**src/rtl/nand_logic_pipe.sv**
```systemverilog
// -----------------------------------------------------------------------------
// nand_logic_pipe
//   Two-stage pipelined WIDTH-bit logic unit whose eight functions are all
//   composed from 2-input NAND cells. Stage 1 captures the operands together
//   with the three first-level NAND products; stage 2 forms the final result.
//   Both ends use valid/ready handshakes. A counter tallies delivered results.
//
// Ports
//   clk        in   rising-edge clock
//   rst_n      in   asynchronous active-low reset
//   in_valid   in   a, b and op are valid this cycle
//   in_ready   out  operands are accepted this cycle
//   a, b       in   WIDTH-bit operands
//   op         in   function select (see op_e)
//   out_valid  out  q is valid
//   out_ready  in   sink accepts q this cycle
//   q          out  WIDTH-bit result
//   q_zero     out  q is all zeros (meaningful only with out_valid)
//   res_count  out  completed output handshakes, wraps at 2^CNT_W
// -----------------------------------------------------------------------------
module nand_logic_pipe #(
    parameter int WIDTH = 8,
    parameter int CNT_W = 16
) (
    input  logic             clk,
    input  logic             rst_n,
    input  logic             in_valid,
    output logic             in_ready,
    input  logic [WIDTH-1:0] a,
    input  logic [WIDTH-1:0] b,
    input  logic [2:0]       op,
    output logic             out_valid,
    input  logic             out_ready,
    output logic [WIDTH-1:0] q,
    output logic             q_zero,
    output logic [CNT_W-1:0] res_count
);

    typedef enum logic [2:0] {
        OP_NAND = 3'b000,
        OP_AND  = 3'b001,
        OP_OR   = 3'b010,
        OP_NOR  = 3'b011,
        OP_XOR  = 3'b100,
        OP_XNOR = 3'b101,
        OP_NOTA = 3'b110,
        OP_PASS = 3'b111
    } op_e;

    // The one primitive cell every function is built from.
    function automatic logic [WIDTH-1:0] nand2(input logic [WIDTH-1:0] x,
                                               input logic [WIDTH-1:0] y);
        return ~(x & y);
    endfunction

    // Stage 1 payload
    logic [WIDTH-1:0] s1_a_q, s1_b_q, s1_n_q, s1_na_q, s1_nb_q;
    op_e              s1_op_q;
    logic             s1_valid_q, s1_valid_d;

    // Stage 2 / output
    logic [WIDTH-1:0] q_q, q_d;
    logic             q_zero_q, q_zero_d;
    logic             s2_valid_q, s2_valid_d;
    logic [CNT_W-1:0] cnt_q, cnt_d;

    logic s1_load, s2_load;

    // ---------------------------------------------------------------- flow
    // Stage 2 takes stage 1's item when it is empty or emptying this cycle,
    // which lets a full pipeline keep accepting input at one item per cycle.
    assign s2_load  = s1_valid_q & (~s2_valid_q | out_ready);
    assign in_ready = ~s1_valid_q | s2_load;
    assign s1_load  = in_valid & in_ready;

    assign s1_valid_d = s1_load | (s1_valid_q & ~s2_load);
    assign s2_valid_d = s2_load | (s2_valid_q & ~out_ready);
    assign cnt_d      = (s2_valid_q & out_ready) ? cnt_q + CNT_W'(1) : cnt_q;

    // ------------------------------------------------------------- stage 1
    // NOTE: payload flops carry no reset; s1_valid_q qualifies them, so their
    // power-up contents are never observed and the reset net stays small.
    always_ff @(posedge clk) begin
        if (s1_load) begin
            s1_a_q  <= a;
            s1_b_q  <= b;
            s1_op_q <= op_e'(op);
            s1_n_q  <= nand2(a, b);
            s1_na_q <= nand2(a, a);
            s1_nb_q <= nand2(b, b);
        end
    end

    // ------------------------------------------------------- stage 2 logic
    logic [WIDTH-1:0] and_w, or_w, xor_w;

    assign and_w = nand2(s1_n_q, s1_n_q);
    assign or_w  = nand2(s1_na_q, s1_nb_q);
    assign xor_w = nand2(nand2(s1_a_q, s1_n_q), nand2(s1_b_q, s1_n_q));

    // NOTE: q_d gets a value before the case so no path through this block
    // leaves it unassigned, which would otherwise infer a latch.
    always_comb begin
        q_d = s1_n_q;
        unique case (s1_op_q)
            OP_NAND: q_d = s1_n_q;
            OP_AND:  q_d = and_w;
            OP_OR:   q_d = or_w;
            OP_NOR:  q_d = nand2(or_w, or_w);
            OP_XOR:  q_d = xor_w;
            OP_XNOR: q_d = nand2(xor_w, xor_w);
            OP_NOTA: q_d = s1_na_q;
            OP_PASS: q_d = nand2(s1_na_q, s1_na_q);
        endcase
    end

    assign q_zero_d = ~|q_d;

    // ------------------------------------------------------ control state
    // NOTE: state flops use non-blocking assignment so each one samples the
    // pre-edge value of the others regardless of statement order.
    always_ff @(posedge clk or negedge rst_n) begin
        if (!rst_n) begin
            s1_valid_q <= 1'b0;
            s2_valid_q <= 1'b0;
            q_q        <= '0;
            q_zero_q   <= 1'b1;
            cnt_q      <= '0;
        end else begin
            s1_valid_q <= s1_valid_d;
            s2_valid_q <= s2_valid_d;
            cnt_q      <= cnt_d;
            if (s2_load) begin
                q_q      <= q_d;
                q_zero_q <= q_zero_d;
            end
        end
    end

    assign out_valid = s2_valid_q;
    assign q         = q_q;
    assign q_zero    = q_zero_q;
    assign res_count = cnt_q;

endmodule

```
**config.mk**
```make
export PLATFORM = sky130hd
export DESIGN_NAME = nand_logic_pipe
export DESIGN_NICKNAME = d
export VERILOG_FILES = /design/src/rtl/nand_logic_pipe.sv
export SDC_FILE = /design/constraint.sdc
export NUM_CORES = 1
export LEC_CHECK = 0
export ABC_AREA = 1
export BUFFER_PORTS_ARGS = -buffer_cell sky130_fd_sc_hd__buf_2
export CORE_UTILIZATION = 50
export DETAILED_ROUTE_END_ITERATION = 8
export HOLD_SLACK_MARGIN = 0.03
export PLACE_DENSITY_LB_ADDON = 0.15
export RECOVER_POWER = 25
export SYNTH_ARGS = -nofsm -noshare
export SYNTH_HDL_FRONTEND = slang
export SYNTH_SLANG_ARGS = --single-unit
```
**constraint.sdc**
```tcl
create_clock -name clk -period 3.41 [get_ports clk]
set_input_delay 0.682 -clock clk [delete_from_list [all_inputs] [get_ports clk]]
set_output_delay 0.682 -clock clk [all_outputs]
set_load 0.1 [all_outputs]
```
==> results.sh <==
export IMPL_status="completed"
export IMPL_insertion_delay_ns=0.34
export IMPL_multiInputGateArea_um2=1119
export IMPL_hold_viol_final=0
export IMPL_clock_sinks=70
export IMPL_rsz0062_at_grt="false"
export IMPL_tns_ns=0
export IMPL_drive_gt1_frac=0.1486
export IMPL_syn_to_final_growth_pct=15.15
export IMPL_nFillCells=588
export IMPL_worst_pin_slew_ns=0.5845
export IMPL_clkPwrFrac=0.280
export IMPL_cts_hold_buf=0
export IMPL_cts_buffer_depth=2
export IMPL_routed_wl_um=6000
export IMPL_skew_ns=0.005194
export IMPL_netlist_area_um2=3321
export IMPL_start_kind="input port"
export IMPL_critPathMaxFanout=3
export IMPL_core_area_um2=6386
export IMPL_postCtsSetupRepairBufs=0
export IMPL_stdcell_area_um2=3824
export IMPL_vias=2454
export IMPL_postSynthCellCount=363
export IMPL_cap_violations=0
export IMPL_power_density_nw_per_um2=651.2
export IMPL_grt_usage=0.1905
export IMPL_grt_max_degree=44
export IMPL_p_sw_w=0.0009613
export IMPL_clk_pin_slew_ns=0.07
export IMPL_ir_worst_vdd_mv=0.7785
export IMPL_fin_crit_ns=2.017
export IMPL_cp_common_cell="buf_2"
export IMPL_netlist_cell_type_count=29
export IMPL_cpMaxStageDelayCell="buf_2"
export IMPL_dieArea_um2=6971
export IMPL_die_w_um=83.50
export IMPL_worst_setup_path_type="input port to output pin"
export IMPL_ant_nets=0
export IMPL_max_stage_delay_ns=0.44
export IMPL_pre_cts_ws_ns=1.391
export IMPL_diodes=0
export IMPL_grt_pass1_wl_um=10350
export IMPL_cts_resized=0
export IMPL_total_power_w=0.002490
export IMPL_p_comb_frac=0.288
export IMPL_drv_slew=0
export IMPL_postSynthAreaPerCell_um2=9.148
export IMPL_synth_edf_count=43
export IMPL_drtIter0Drc=103
export IMPL_row_count=29
export IMPL_wl_per_cell_um=11.98
export IMPL_routed_via_density=4.898
export IMPL_setup_slack_ns=1.393
export IMPL_layout_nets=443
export IMPL_synth_seq_cells=70
export IMPL_synthFlopType="edfxtp_1"
export IMPL_hold_path_class="input port to async pin"
export IMPL_cts_buffers_inserted=9
export IMPL_gp_congestion=0.9369
export IMPL_yosysSeqAreaShare=0.5927
export IMPL_fin_crit_sh=0.5914
export IMPL_swShare=0.3861
export IMPL_slew_headroom=0.6103
export IMPL_drc=0
export IMPL_fp_dieH_um=83.50
export IMPL_path_cells="buf_2 > inv_1 > nand3_1 > buf_2"
export IMPL_antenna_found_initial=0
export IMPL_arrival_ns=1.33
export IMPL_p_int_w=0.001529
export IMPL_start_util=0.5200
export IMPL_seq_power_share=0.433
export IMPL_async_flop_share=0.3857
export IMPL_fmax_mhz=495.9
export IMPL_cts_root_buf="clkbuf_8"
export IMPL_grt_pass1_vias=2338
export IMPL_syn_nets=387
export IMPL_seqCellArea_um2=1968
export IMPL_leakagePower_nw=1.936
export IMPL_place_area_um2=3638
export IMPL_dp_hpwl_um=4313
export IMPL_ioPinCount=50
export IMPL_port_buffers=49
export IMPL_r2r_cells=10
export IMPL_drt_pass1_iterations=4
export IMPL_hold_slack_ns=0.3318
export IMPL_end_kind="output pin"
export IMPL_yosys_warnings=0
export IMPL_cts_htree_levels=3
export IMPL_finalSetupViolCount=0
export IMPL_cts_tree="built"
export IMPL_cp_required_ns=2.73
export IMPL_grt_overflow=0
## layout make-up
type,count,area share
Inverter,54,0.05301
Clock buffer,11,0.03436
Timing Repair Buffer,50,0.06086
Multi-Input combinational cell,234,0.2925
Sequential cell,70,0.5147
Tap cell,77,0.02520
Clock inverter,5,0.01931
## layout by cell type, fill, tap and decap left out
cell type / count
a21oi_1: 3
and3b_1: 1
buf_2: 33
buf_4: 1
bufinv_16: 2
clkbuf_1: 18
clkbuf_8: 9
clkinv_1: 1
clkinv_2: 2
dfrtp_1: 26
dfstp_2: 1
edfxtp_1: 43
ha_1: 1
inv_1: 51
inv_2: 3
mux2i_1: 1
nand2_1: 127
nand2_2: 1
nand3_1: 17
nand3_2: 2
nand4_1: 8
nand4_2: 2
nor2_1: 26
nor2_2: 4
nor3_1: 2
nor3_2: 3
o21a_1: 1
o21ai_0: 14
o21ai_1: 4
o22a_1: 1
o311ai_0: 1
xnor2_1: 6
xor2_1: 9
## worst max-delay path, delay by kind of cell
kind	cells	cell delay, ns
buf+inv	3	0.56
simple gates	1	0.09
## kinds of logic after synthesis
group | synth area share
buffers and inverters | 0.07046
XOR/XNOR | 0.03956
AO/OA/AOI/OAI | 0.03919
adder cells (fa/ha/maj) | 0.003767
flip-flops | 0.5927
multiplexers | 0.003014
AND/OR/NAND/NOR | 0.2513
## final timing paths
kind / startpoint / end / slack [ns]
max: out_ready / in_ready / 1.39
min: rst_n / q[5] / 0.33
max reg2reg: s1_op_q[2] / q_zero / 1.58
min reg2reg: q_zero / q_zero / 0.47
max in group asynchronous: rst_n / q[4] / 2.70
min in group clk: q_zero / q_zero / 0.47
## per-stage QoR
stage	cells	utilization
5_1_grt	501	0.5987
3_5_place_dp	485	0.5697
6_report	501	0.5987
3_3_place_gp	485	0.5697
4_1_cts	501	0.6019
2_1_floorplan	363	-
## cell usage after synthesis, types with 4 or more instances
master    count  area share
nand4_1       8       0.015
edfxtp_1     43        0.39
nor2_1       26       0.029
xnor2_1       6       0.016
o21ai_1       4      0.0060
nor2_2        4      0.0075
xor2_1        9       0.024
nand3_1      17       0.026
inv_1        51       0.058
nand2_1     127        0.14
dfrtp_1      26        0.20
o21ai_0      14       0.021
## power by group through the flow
stage	combinational [W]	clock, W	sequential (W)
6_report	0.000717	0.000696	0.00108
5_1_grt	0.000767	0.000747	0.00109
4_1_cts	0.000724	0.000720	0.00108
3_5_place_dp	0.000722	0	0.00110
3_3_place_gp	0.000717	0	0.00109
2_1_floorplan	0.000183	0	0.00150
## sequential cells by signal, summed over array words and instances (netlist names)
name        cells
out_valid       1
q               8
q_zero          1
res_count      16
s1_a_q          8
s1_b_q          8
s1_n_q          8
s1_na_q         8
s1_nb_q         8
s1_op_q         3
s1_valid_q      1
## layer usage
| metal | vias to the layer above | global-route usage | part of all wire |
|---|---|---|---|
| li1 | 1273 | - | - |
| met1 | 1088 | 0.2475 | 0.45 |
| met2 | 84 | 0.2958 | 0.46 |
| met3 | 9 | 0.05143 | 0.072 |
| met4 | 0 | 0.09553 | 0.016 |
| met5 | - | 0 | 0 |
Note: power is estimated with default switching activity, not from simulation.
